[src/rtl/alu_sweep_capture.sv]
// Sweeps the ALU Card code 1..15,0 over one latched operand set and
// captures F/Cout/Zero per code into a 16-entry buffer with a registered read port.
module alu_sweep_capture #(
  parameter int unsigned WIDTH  = 32,
  parameter int unsigned SETTLE = 1
) (
  input  logic             clk,
  input  logic             rst,
  input  logic             start,
  input  logic [WIDTH-1:0] op_a,
  input  logic [WIDTH-1:0] op_b,
  input  logic             op_cin,
  output logic [WIDTH-1:0] alu_a,
  output logic [WIDTH-1:0] alu_b,
  output logic             alu_cin,
  output logic [4:0]       alu_card,
  input  logic [WIDTH-1:0] alu_f,
  input  logic             alu_cout,
  input  logic             alu_zero,
  output logic             busy,
  output logic             done,
  output logic             results_valid,
  output logic [4:0]       zero_cnt,
  input  logic [3:0]       rd_addr,
  output logic [WIDTH-1:0] rd_f,
  output logic             rd_cout,
  output logic             rd_zero
);

  localparam int unsigned ENTRIES = 16;
  localparam int unsigned IDX_W   = 4;
  localparam int unsigned CNT_W   = 5;
  localparam int unsigned ENT_W   = WIDTH + 2;
  localparam logic [IDX_W-1:0] SETTLE_LAST = IDX_W'(SETTLE - 1);
  localparam logic [IDX_W-1:0] IDX_LAST    = IDX_W'(ENTRIES - 1);

  typedef enum logic [1:0] {ST_IDLE, ST_RUN, ST_DONE} state_e;

  state_e           state_q,  state_d;
  logic [WIDTH-1:0] a_q,      a_d;
  logic [WIDTH-1:0] b_q,      b_d;
  logic             cin_q,    cin_d;
  logic [IDX_W-1:0] card_q,   card_d;
  logic [IDX_W-1:0] idx_q,    idx_d;
  logic [IDX_W-1:0] settle_q, settle_d;
  logic             busy_q,   busy_d;
  logic             done_q,   done_d;
  logic             valid_q,  valid_d;
  logic [CNT_W-1:0] zcnt_q,   zcnt_d;
  logic [ENT_W-1:0] rd_q,     rd_d;
  logic [ENT_W-1:0] buf_q [ENTRIES];
  logic [ENT_W-1:0] buf_d [ENTRIES];

  // Entry layout: {cout, zero, f}
  always_comb begin
    state_d  = state_q;
    a_d      = a_q;
    b_d      = b_q;
    cin_d    = cin_q;
    card_d   = card_q;
    idx_d    = idx_q;
    settle_d = settle_q;
    busy_d   = busy_q;
    done_d   = 1'b0;
    valid_d  = valid_q;
    zcnt_d   = zcnt_q;
    buf_d    = buf_q;
    rd_d     = buf_q[rd_addr];

    case (state_q)
      ST_IDLE: begin
        if (start) begin
          a_d      = op_a;
          b_d      = op_b;
          cin_d    = op_cin;
          idx_d    = '0;
          card_d   = IDX_W'(1);
          settle_d = '0;
          zcnt_d   = '0;
          valid_d  = 1'b0;
          busy_d   = 1'b1;
          state_d  = ST_RUN;
        end
      end
      ST_RUN: begin
        if (settle_q == SETTLE_LAST) begin
          buf_d[idx_q] = {alu_cout, alu_zero, alu_f};
          zcnt_d       = zcnt_q + CNT_W'(alu_zero);
          settle_d     = '0;
          idx_d        = idx_q + IDX_W'(1);
          if (idx_q == IDX_LAST) begin
            card_d  = '0;
            busy_d  = 1'b0;
            state_d = ST_DONE;
          end else begin
            card_d = card_q + IDX_W'(1);
          end
        end else begin
          settle_d = settle_q + IDX_W'(1);
        end
      end
      ST_DONE: begin
        done_d  = 1'b1;
        valid_d = 1'b1;
        state_d = ST_IDLE;
      end
      default: state_d = ST_IDLE;
    endcase
  end

  always_ff @(posedge clk or posedge rst) begin
    if (rst) begin
      state_q  <= ST_IDLE;
      a_q      <= '0;
      b_q      <= '0;
      cin_q    <= 1'b0;
      card_q   <= '0;
      idx_q    <= '0;
      settle_q <= '0;
      busy_q   <= 1'b0;
      done_q   <= 1'b0;
      valid_q  <= 1'b0;
      zcnt_q   <= '0;
      rd_q     <= '0;
      for (int i = 0; i < ENTRIES; i++) buf_q[i] <= '0;
    end else begin
      state_q  <= state_d;
      a_q      <= a_d;
      b_q      <= b_d;
      cin_q    <= cin_d;
      card_q   <= card_d;
      idx_q    <= idx_d;
      settle_q <= settle_d;
      busy_q   <= busy_d;
      done_q   <= done_d;
      valid_q  <= valid_d;
      zcnt_q   <= zcnt_d;
      rd_q     <= rd_d;
      buf_q    <= buf_d;
    end
  end

  assign alu_a         = a_q;
  assign alu_b         = b_q;
  assign alu_cin       = cin_q;
  assign alu_card      = {1'b0, card_q};
  assign busy          = busy_q;
  assign done          = done_q;
  assign results_valid = valid_q;
  assign zero_cnt      = zcnt_q;
  assign rd_f          = rd_q[WIDTH-1:0];
  assign rd_zero       = rd_q[WIDTH];
  assign rd_cout       = rd_q[WIDTH+1];

endmodule

[config.mk]
export PLATFORM = sky130hd
export DESIGN_NAME = alu_sweep_capture
export DESIGN_NICKNAME = d
export VERILOG_FILES = /design/src/rtl/alu_sweep_capture.sv
export SDC_FILE = /design/constraint.sdc
export NUM_CORES = 1
export LEC_CHECK = 0
export CORE_UTILIZATION = 59
export CTS_CLUSTER_DIAMETER = 60
export DETAILED_ROUTE_END_ITERATION = 7
export PLACE_DENSITY = 0.92
export REMOVE_ABC_BUFFERS = 1
export SLEW_MARGIN = 20
export SYNTH_ARGS = -nofsm -noshare
export SYNTH_HDL_FRONTEND = slang
export SYNTH_SLANG_ARGS = --single-unit
[constraint.sdc]
create_clock -name clk -period 30.4 [get_ports clk]
set_input_delay 4.56 -clock clk [delete_from_list [all_inputs] [get_ports clk]]
set_output_delay 4.56 -clock clk [all_outputs]
set_load 0.005 [all_outputs]
==> flow_summary.ini, run 1 <==
[pwr]
power_mw = 3.723
pwr_density_cell_mw_per_mm2 = 107.3
leakage_nw = 15.82
vdd_ir_drop_max_mv = 0.05655

[detailed_routing]
avgRoutedWirePerCell_um = 26.51
first_pass_iters = 4
vias = 17250
viasPerCell = 6.204
ant_nets = 0
drc = 0
drt-initial-drc-count = 1428
wirelength_mm = 73.70

[sta]
fin_ws_ps = 23220
period_minus_slack_ps = 7184
rsz0062_at_grt = false
fin_crit_sh_pct = 23.63
relSlewSlack_pct = 20.93
timing.hold.ws_ps = 472.4
setup_viol = 0
final_max_slew_viol_count = 0
tns_ps = 0
fmax_mhz = 139.2
worst_pin_slew_ps = 1186
clock_skew_ps = 25.31
hold_viol_final = 0

[finish]
finalInstanceArea_mm2 = 0.03470
syn_to_final_growth_pct = 14.88
nNetsFinal = 2174
fillers = 3058
drive_gt1_share_pct = 39.13

[floorplan]
die_x_um = 228.3
fp.dieArea_mm2 = 0.05210
rows = 82
die_h_um = 228.3
core_mm2 = 0.05038
initial_core_util_pct = 59.96
ios = 218

[logic_synthesis]
synth_area_leaders = dfrtp_1, mux2_4, mux4_2
ys_types = 38
async_flop_share_pct = 100.0
syn_inst = 1907
synth_seq_cells = 665
yosys_warnings = 0
synth_largest_area_cell = dfrtp_1
synth_edf_count = 0
netlist.area_leader.share_pct = 55.10
postSynthAreaPerCell_um2 = 15.84
yosysMostFrequentCell = dfrtp_1
synth_ff_type = dfrtp_1
yosys-top-cells-count = dfrtp_1, mux2_4, nand2_1
yosysSeqAreaShare_pct = 55.10
synth.cell_area_mm2 = 0.03020

[clocking]
clk_latency_ps = 610
numCtsBuffers = 68
holdBufCountCts = 0
htreeDepth = 3
post_cts_resized = 0
cts_tree = yes
root_buffer = clkbuf_16
cts.clk_slew.worst_paths_ps = 60
clockBufferDepth = 3
post_cts_buffers = 0
cts_sinks = 665

[critical_path]
start_kind = input port
crit_type = input port to flip-flop
crit_arrival_ps = 7660
reg2reg_to = buf_q[528]$_DFFE_PP0P_
endpoint_kind = flip-flop
regToRegSetupSlack_ps = 27030
worst_r2r_path_depth = 6
critPathCapture = rd_q[28]$_DFF_PP0_
worst-path-max-fanout = 48
critPathLaunch = rd_addr[0]
cp.required_ps = 30880
r2r_start = settle_q[0]$_DFFE_PP0P_

[placement]
dpl_cell_area_mm2 = 0.03241
dp_hpwl_mm = 38.34
dp_slack_ps = 22450
gp_congestion = 0.8310
io_buffers = 216

[grt]
overflow = 0
grt_start_max_net_pins = 202
grt_pass1_wl_mm = 115.0
grt_pass1_vias = 19380
antenna_found_initial = 2
track_usage_pct = 28.83

[worst_hold_path]
hold_path_class = flip-flop to flip-flop

[outcome]
status = finished, final reports clean

[flow_run]
maxCapViolations = 0
worst max-delay path, cell delays in order:
cell and delay (ps):
clkbuf_8 510, buf_4 750, buf_4 540, buf_16 300
mux4_2 570, a22oi_1 240, nand2_1 90
layout make-up:
| cell class | instances | area, um^2 | share of cell area [%] |
|---|---|---|---|
| Antenna cell | 2 | 5.005 | 0.01442 |
| Clock buffer | 96 | 1941 | 5.593 |
| Sequential cell | 665 | 16640 | 47.96 |
| Tap cell | 672 | 840.8 | 2.423 |
| Inverter | 6 | 30.03 | 0.08654 |
| Timing Repair Buffer | 233 | 2371 | 6.833 |
| Clock inverter | 21 | 254.0 | 0.7320 |
| Multi-Input combinational cell | 1085 | 12620 | 36.36 |
placed cells by master (no fill, tap or decap), types with 8 or more instances in the layout:
cell,n
a22oi_1,68
buf_4,12
clkbuf_1,18
clkbuf_16,71
clkbuf_8,8
clkdlybuf4s50_1,214
clkinv_2,9
dfrtp_1,665
ha_1,9
mux2_2,235
mux2_4,310
mux4_2,136
nand2_1,241
nand3_1,13
nand3_4,15
nor2_1,10
o21ai_0,10
routing by layer:
layer,wire length (um),global-route usage [%]
met5,0,0
met4,2565,11.47
met3,5164,6.875
met2,36630,47.10
met1,29340,37.44
registers in the layout, indices dropped and copies added, names as in the netlist:
signal,flops
results_valid,1
settle_q,4
buf_q,544
idx_q,4
alu_cin,1
state_q,2
card_q,4
rd_q,34
done,1
alu_a,32
zero_cnt,5
busy,1
alu_b,32
power by group:
| group | total (mW) | switching, mW | internal, mW | leakage [nW] |
|---|---|---|---|---|
| Clock | 0.844 | 0.355 | 0.489 | 1.07 |
| Sequential | 1.61 | 0.276 | 1.33 | 7.84 |
| Combinational | 1.27 | 0.451 | 0.821 | 6.90 |
| Total | 3.72 | 1.08 | 2.64 | 15.8 |
stage by stage:
| stage | utilization [%] | cells |
|---|---|---|
| after floorplan | - | 1756 |
| after global placement | 64.32 | 2658 |
| after detailed placement | 64.33 | 2658 |
| after CTS | 68.69 | 2775 |
| after global routing | 68.87 | 2779 |
| final | 68.88 | 2780 |
kinds of logic (layout without fill, tap and decap cells):
family          after synthesis  count (layout)  synth area share, %
flops                       665             665                55.10
compound gates               84              84                1.988
other cells                   1               3              0.01242
mux                         681             681                34.31
buf+inv                     157             356                3.256
fa+ha+maj                     9               9               0.3728
xor+xnor                      6               6               0.1740
simple gates                304             304                4.789
worst min-delay path by stage:
stage | start | end | slack (ps) | cells past startpoint
finish | alu_b[10]$_DFFE_PP0P_ | alu_b[10]$_DFFE_PP0P_ | 470 | 2
global route | alu_b[31]$_DFFE_PP0P_ | alu_b[31]$_DFFE_PP0P_ | 490 | 2
CTS | alu_b[10]$_DFFE_PP0P_ | alu_b[10]$_DFFE_PP0P_ | 480 | 2
detailed placement | alu_b[10]$_DFFE_PP0P_ | alu_b[10]$_DFFE_PP0P_ | 460 | 2
global placement | alu_a[25]$_DFFE_PP0P_ | alu_a[25]$_DFFE_PP0P_ | 460 | 2
floorplan | alu_a[0]$_DFFE_PP0P_ | alu_a[0]$_DFFE_PP0P_ | 470 | 2
(Power assumes the default switching activity.)
==> run 2: changes to the inputs <==
==> constraint.sdc (replaced) <==
create_clock -name clk -period 6.79 [get_ports clk]
set_input_delay 1.0185 -clock clk [delete_from_list [all_inputs] [get_ports clk]]
set_output_delay 1.0185 -clock clk [all_outputs]
set_load 0.005 [all_outputs]
==> flow_summary.ini, run 2 (synthesized netlist as in run 1, its figures left out) <==
[sta]
fmax_mhz = 299.0
rsz0062_at_grt = false
hold_viol_final = 0
period_minus_slack_ps = 3344
worst_pin_slew_ps = 1230
clock_skew_ps = 29.18
fin_crit_sh_pct = 49.25
final_max_slew_viol_count = 0
relSlewSlack_pct = 18.00
setup_viol = 0

[floorplan]
core_mm2 = 0.05038
rows = 82
initial_core_util_pct = 59.96
ios = 218
die_x_um = 228.3
die_h_um = 228.3
fp.dieArea_mm2 = 0.05210

[detailed_routing]
drc = 0
drt-initial-drc-count = 1493
ant_nets = 0
vias = 17350
viasPerCell = 6.235
avgRoutedWirePerCell_um = 26.59
wirelength_mm = 74.00
first_pass_iters = 6

[critical_path]
crit_arrival_ps = 3830
worst-path-max-fanout = 34
critPathSlowestCell = nand3_4
endpoint_kind = flip-flop
cp.required_ps = 7280
cp_cell_sequence = inv_1, ha_1, or3b_4, nor2_8, nand3_4, mux2_4
crit_type = flip-flop to flip-flop
start_kind = flip-flop
max_stage_delay_ps = 950

[placement]
io_buffers = 216
gp_congestion = 0.8208
dp_hpwl_mm = 38.21
placedCellCount = 2659

[worst_hold_path]
hold_path_class = flip-flop to flip-flop

[clocking]
post_cts_buffers = 0
post_cts_resized = 0
numCtsBuffers = 68
cts.clk_slew.worst_paths_ps = 60
clockBufferDepth = 3
htreeDepth = 3
holdBufCountCts = 0
root_buffer = clkbuf_16
clk_latency_ps = 620
cts_sinks = 665
cts_tree = yes

[pwr]
clkPwrFrac_pct = 23.7
p_int_mw = 12.00
seq_power_share_pct = 42.6
p_sw_mw = 4.904
vdd_ir_drop_max_mv = 0.3163
combPwrFrac_pct = 33.8
leakage_nw = 15.88
pwr_density_cell_mw_per_mm2 = 485.6
swShare_pct = 29.01

[finish]
syn_to_final_growth_pct = 15.25
regMostFlops = buf_q
fin_cells = 2783
reg_top3 = buf_q: 544 flops, rd_q: 34 flops
fin_util_pct = 69.10
final_cell_mix = dfrtp_1, mux2_4, nand2_1
drive_gt1_share_pct = 39.69
nNetsFinal = 2172
final_common_cell = dfrtp_1
largest_register_ffs = 544

[outcome]
status = finished, final reports clean

[grt]
overflow = 0
grt_pass1_wl_mm = 116.0
antenna_found_initial = 1
grt_start_max_net_pins = 193
track_usage_pct = 29.11
grt_pass1_vias = 19400

[flow_run]
maxCapViolations = 0
-- run 2: cell type report --
type                    instances  area, um^2
diodes                          2       5.005
clock buffers                  93        1988
clock inverters                29       389.1
fillers                      3003       15560
inverters                       6       30.03
multi-input cells            1085       12620
flip-flops and latches        665       16640
well taps                     672       840.8
repair buffers                231        2301
-- run 2: path summary, 6_finish.rpt --
path                                     endpoint  slack (ps)               startpoint  cells after the start
max                        buf_q[520]$_DFFE_PP0P_        3450  settle_q[0]$_DFFE_PP0P_                      6
min                         alu_b[20]$_DFFE_PP0P_         480    alu_b[20]$_DFFE_PP0P_                      2
max reg2reg                buf_q[520]$_DFFE_PP0P_        3450  settle_q[0]$_DFFE_PP0P_                      6
min reg2reg                 alu_b[20]$_DFFE_PP0P_         480    alu_b[20]$_DFFE_PP0P_                      2
max in group asynchronous  buf_q[316]$_DFFE_PP0P_        4180                      rst                      3
min in group asynchronous   alu_a[18]$_DFFE_PP0P_         990                      rst                      2
-- run 2: worst max-delay path, delay by kind of cell, from the launching register on --
family        cells  cell delay (ps)
buf+inv           1               70
mux               1              620
simple gates      3             1900
flops             1              420
fa+ha+maj         1              180
-- run 2: power by group through the flow --
stage | combinational, mW | clock [mW] | sequential [mW]
2_1_floorplan | 4.05 | 0 | 6.75
3_3_place_gp | 5.34 | 0 | 6.92
3_5_place_dp | 5.60 | 0 | 7.11
4_1_cts | 5.73 | 4.03 | 7.17
5_1_grt | 6.04 | 4.19 | 7.37
6_report | 5.71 | 4.00 | 7.19
-- run 2: layer usage --
| metal | vias to the layer above | track usage, % | part of all wire (%) |
|---|---|---|---|
| met5 | - | 0 | 0 |
| met4 | 0 | 10.53 | 3.3 |
| met3 | 178 | 6.138 | 7.2 |
| met2 | 779 | 48.94 | 51 |
| met1 | 9221 | 37.51 | 39 |
| li1 | 7173 | - | - |
-- run 2: stage by stage --
step	TNS (ps)	total power [mW]	hold slack (ps)	worst slack (ps)	cell area, um^2
after floorplan	-8556110	10.81	469.7	-12870	29240
after global placement	0	12.26	457.0	3245	32420
after detailed placement	0	12.70	462.9	3168	32430
after CTS	0	16.93	483.7	3475	34810
after global routing	0	17.60	494.4	3378	34810
final	0	16.90	477.4	3446	34810
==> RTL edit: new RTL, flow settings as in run 2 <==
The parameter `WIDTH` goes from 32 to 28.
--- a/src/rtl/alu_sweep_capture.sv
+++ b/src/rtl/alu_sweep_capture.sv
@@ -1,7 +1,7 @@
 // Sweeps the ALU Card code 1..15,0 over one latched operand set and
 // captures F/Cout/Zero per code into a 16-entry buffer with a registered read port.
 module alu_sweep_capture #(
-  parameter int unsigned WIDTH  = 32,
+  parameter int unsigned WIDTH  = 28,
   parameter int unsigned SETTLE = 1
 ) (
   input  logic             clk,
Ports: changed (6 resized); port bits go from 218 to 194. No check against the original RTL was run, so the function may have changed too.
==> RTL edit against run 2 <==
- area after synthesis shrank 10%
- clock power is 16% lower
- sequential share of layout area decreased by 0.40 points
- sequential power shrank 18%
- wire length decreased by 11%
- core utilization decreased by 0.44 points
- total power down 20%
- design area fell by 11%
- clock skew fell by 0.0090 ns
- final cell count decreased by 11%
- worst setup slack gained 0.27 ns
- sequential cell count decreased by 76
- via count is 12% lower
- critical endpoint is now buf_q[364]
- largest power group unchanged
- highest routed layer is now met5
==> RTL edit: results (changes against run 2) <==
[clock_network]
cts.path.max_buffers=3  ; unchanged
ctsResizeCount=0  ; unchanged
htree_num_levels=2  ; -1
cts_buffers=58  ; -15%
root_buffer=clkbuf_16
clock_latency_ns=0.63
clkTransAtPathRegs_ns=0.06  ; about the same
postCtsSetupBuffers=0  ; unchanged

[placement]
placed_area_um2=29100  ; -10%
gp_congestion=0.793  ; -3.3%
place_ws_ns=3.31  ; +0.140 ns
hpwl_mm=34.3  ; -10%
portBuffers=192  ; -11%

[critical_path]
cp_top_family=simple AND/OR/NAND/NOR gates
crit_path_max_incr_delay_ns=0.82  ; -0.13 ns
cp_max_fo=30  ; -12%
slowest_stage=nand3_4
critPathArrivalTime_ns=3.58  ; -0.25 ns

[synth]
yosys-top-cells-count=589 x dfrtp_1, 347 x mux2_4, 215 x nand2_1
async_flop_share_pct=100  ; unchanged
netlist_top_cells_area=dfrtp_1 54%, mux2_4 19%, mux4_2 10%, mux2_2 4.6%, nand2_1 3.0%
synth_cell_types=39  ; +2.6%
ys_seq_area_share_pct=54.5  ; -0.60 points
yosysWarnings=0  ; unchanged

[drt]
wl_mm=65.7  ; -11%
drtIter0Drc=1461  ; -2.1%
via_per_inst=6.19  ; -0.66%
drtPass1Iterations=5  ; -1

[layout]
drive_gt1_share_pct=38.1  ; -1.6 points
n_fill_cell=2765  ; -7.9%
nets=1936  ; -11%
reg_top3=buf_q (480), rd_q (30)

[power]
p_switching_w=0.00381  ; -22%
leakage_nw=14.5  ; -8.9%
vdd_drop_max_mv=0.277  ; -12%

[global_route]
grt_pass1_wl_mm=104  ; -11%
grtUsageTotal_pct=29.1  ; -0.035 points
grt_max_degree=124  ; -36%
first_global_vias=17300  ; -11%
antenna_found_initial=2  ; +1

[status]
outcome=completed

[timing]
finClkSkew_ns=0.0202  ; -0.00902 ns
slew-limit-headroom_pct=34.4  ; +16 points

[min_path]
hp-class=reg -> reg

## RTL edit: changes by cell type after synthesis, moves of 3 or more
| cell | delta |
|---|---|
| mux2_2 | -125 |
| dfrtp_1 | -76 |
| mux2_4 | +37 |
| nand2_1 | -27 |
| mux2_1 | +24 |
| mux4_2 | -16 |
| clkbuf_1 | -13 |
| a22oi_1 | -8 |
| buf_6 | -5 |
| nor3_1 | -3 |
## RTL edit: logic make-up (layout without fill, tap and decap cells)
kind of cell / Yosys count / after routing / synth area share (%)
flops: 589 / 589 / 54.5
simple gates: 271 / 271 / 4.72
fa+ha+maj: 9 / 9 / 0.416
other cells: 1 / 3 / 0.0139
mux: 603 / 603 / 34.9
xor+xnor: 5 / 5 / 0.162
compound gates: 77 / 77 / 2.02
buf+inv: 143 / 322 / 3.27
## RTL edit: metrics by stage
stage,power (W),hold WS (ns),std cells,util (%)
after detailed placement,0.0101,0.463,2372,64.2
final,0.0135,0.473,2479,68.7
after CTS,0.0135,0.476,2476,68.6
after global placement,0.00976,0.456,2372,64.2
after floorplan,0.00861,0.459,1563,-
after global routing,0.0141,0.495,2478,68.7
## RTL edit: power by group through the flow
| stage | Sequential (W) | Clock (W) | Combinational [W] |
|---|---|---|---|
| detailed placement | 0.00588 | 0 | 0.00417 |
| CTS | 0.00591 | 0.00338 | 0.00425 |
| finish | 0.00593 | 0.00335 | 0.00423 |
| floorplan | 0.00562 | 0 | 0.00299 |
| global placement | 0.00579 | 0 | 0.00397 |
| global route | 0.00607 | 0.00352 | 0.00450 |
## RTL edit: cell type report
type | instances | area share (%)
Multi-Input combinational cell | 966 | 36.9
Inverter | 8 | 0.121
Clock inverter | 20 | 0.829
Clock buffer | 84 | 5.53
Tap cell | 600 | 2.41
Antenna cell | 2 | 0.0161
Sequential cell | 589 | 47.4
Timing Repair Buffer | 210 | 6.78
## RTL edit: final timing paths
path                               to  slack (ns)  cells after the start         from
max                        buf_q[364]        3.71                      7  settle_q[0]
min                          alu_a[2]        0.47                      2     alu_a[2]
max reg2reg                buf_q[364]        3.71                      7  settle_q[0]
min reg2reg                  alu_a[2]        0.47                      2     alu_a[2]
max in group asynchronous     alu_cin        4.39                      3          rst
min in group asynchronous    idx_q[1]        0.92                      2          rst
## RTL edit: metal layers
layer	global-route usage [%]	wire [um]	share of wire (%)
met1	37.9	26000	40
met2	48.2	32600	50
met3	6.76	4930	7.5
met4	10.1	2070	3.2
met5	0	13	0.020
## RTL edit: worst reg2reg max path: stages, from the launching register on
cell and delay (ns):
dfrtp_1 0.42, inv_1 0.08, ha_1 0.17, nand2b_1 0.15, nor3_4 0.23, buf_4 0.44
nand3_4 0.84, mux2_4 0.63
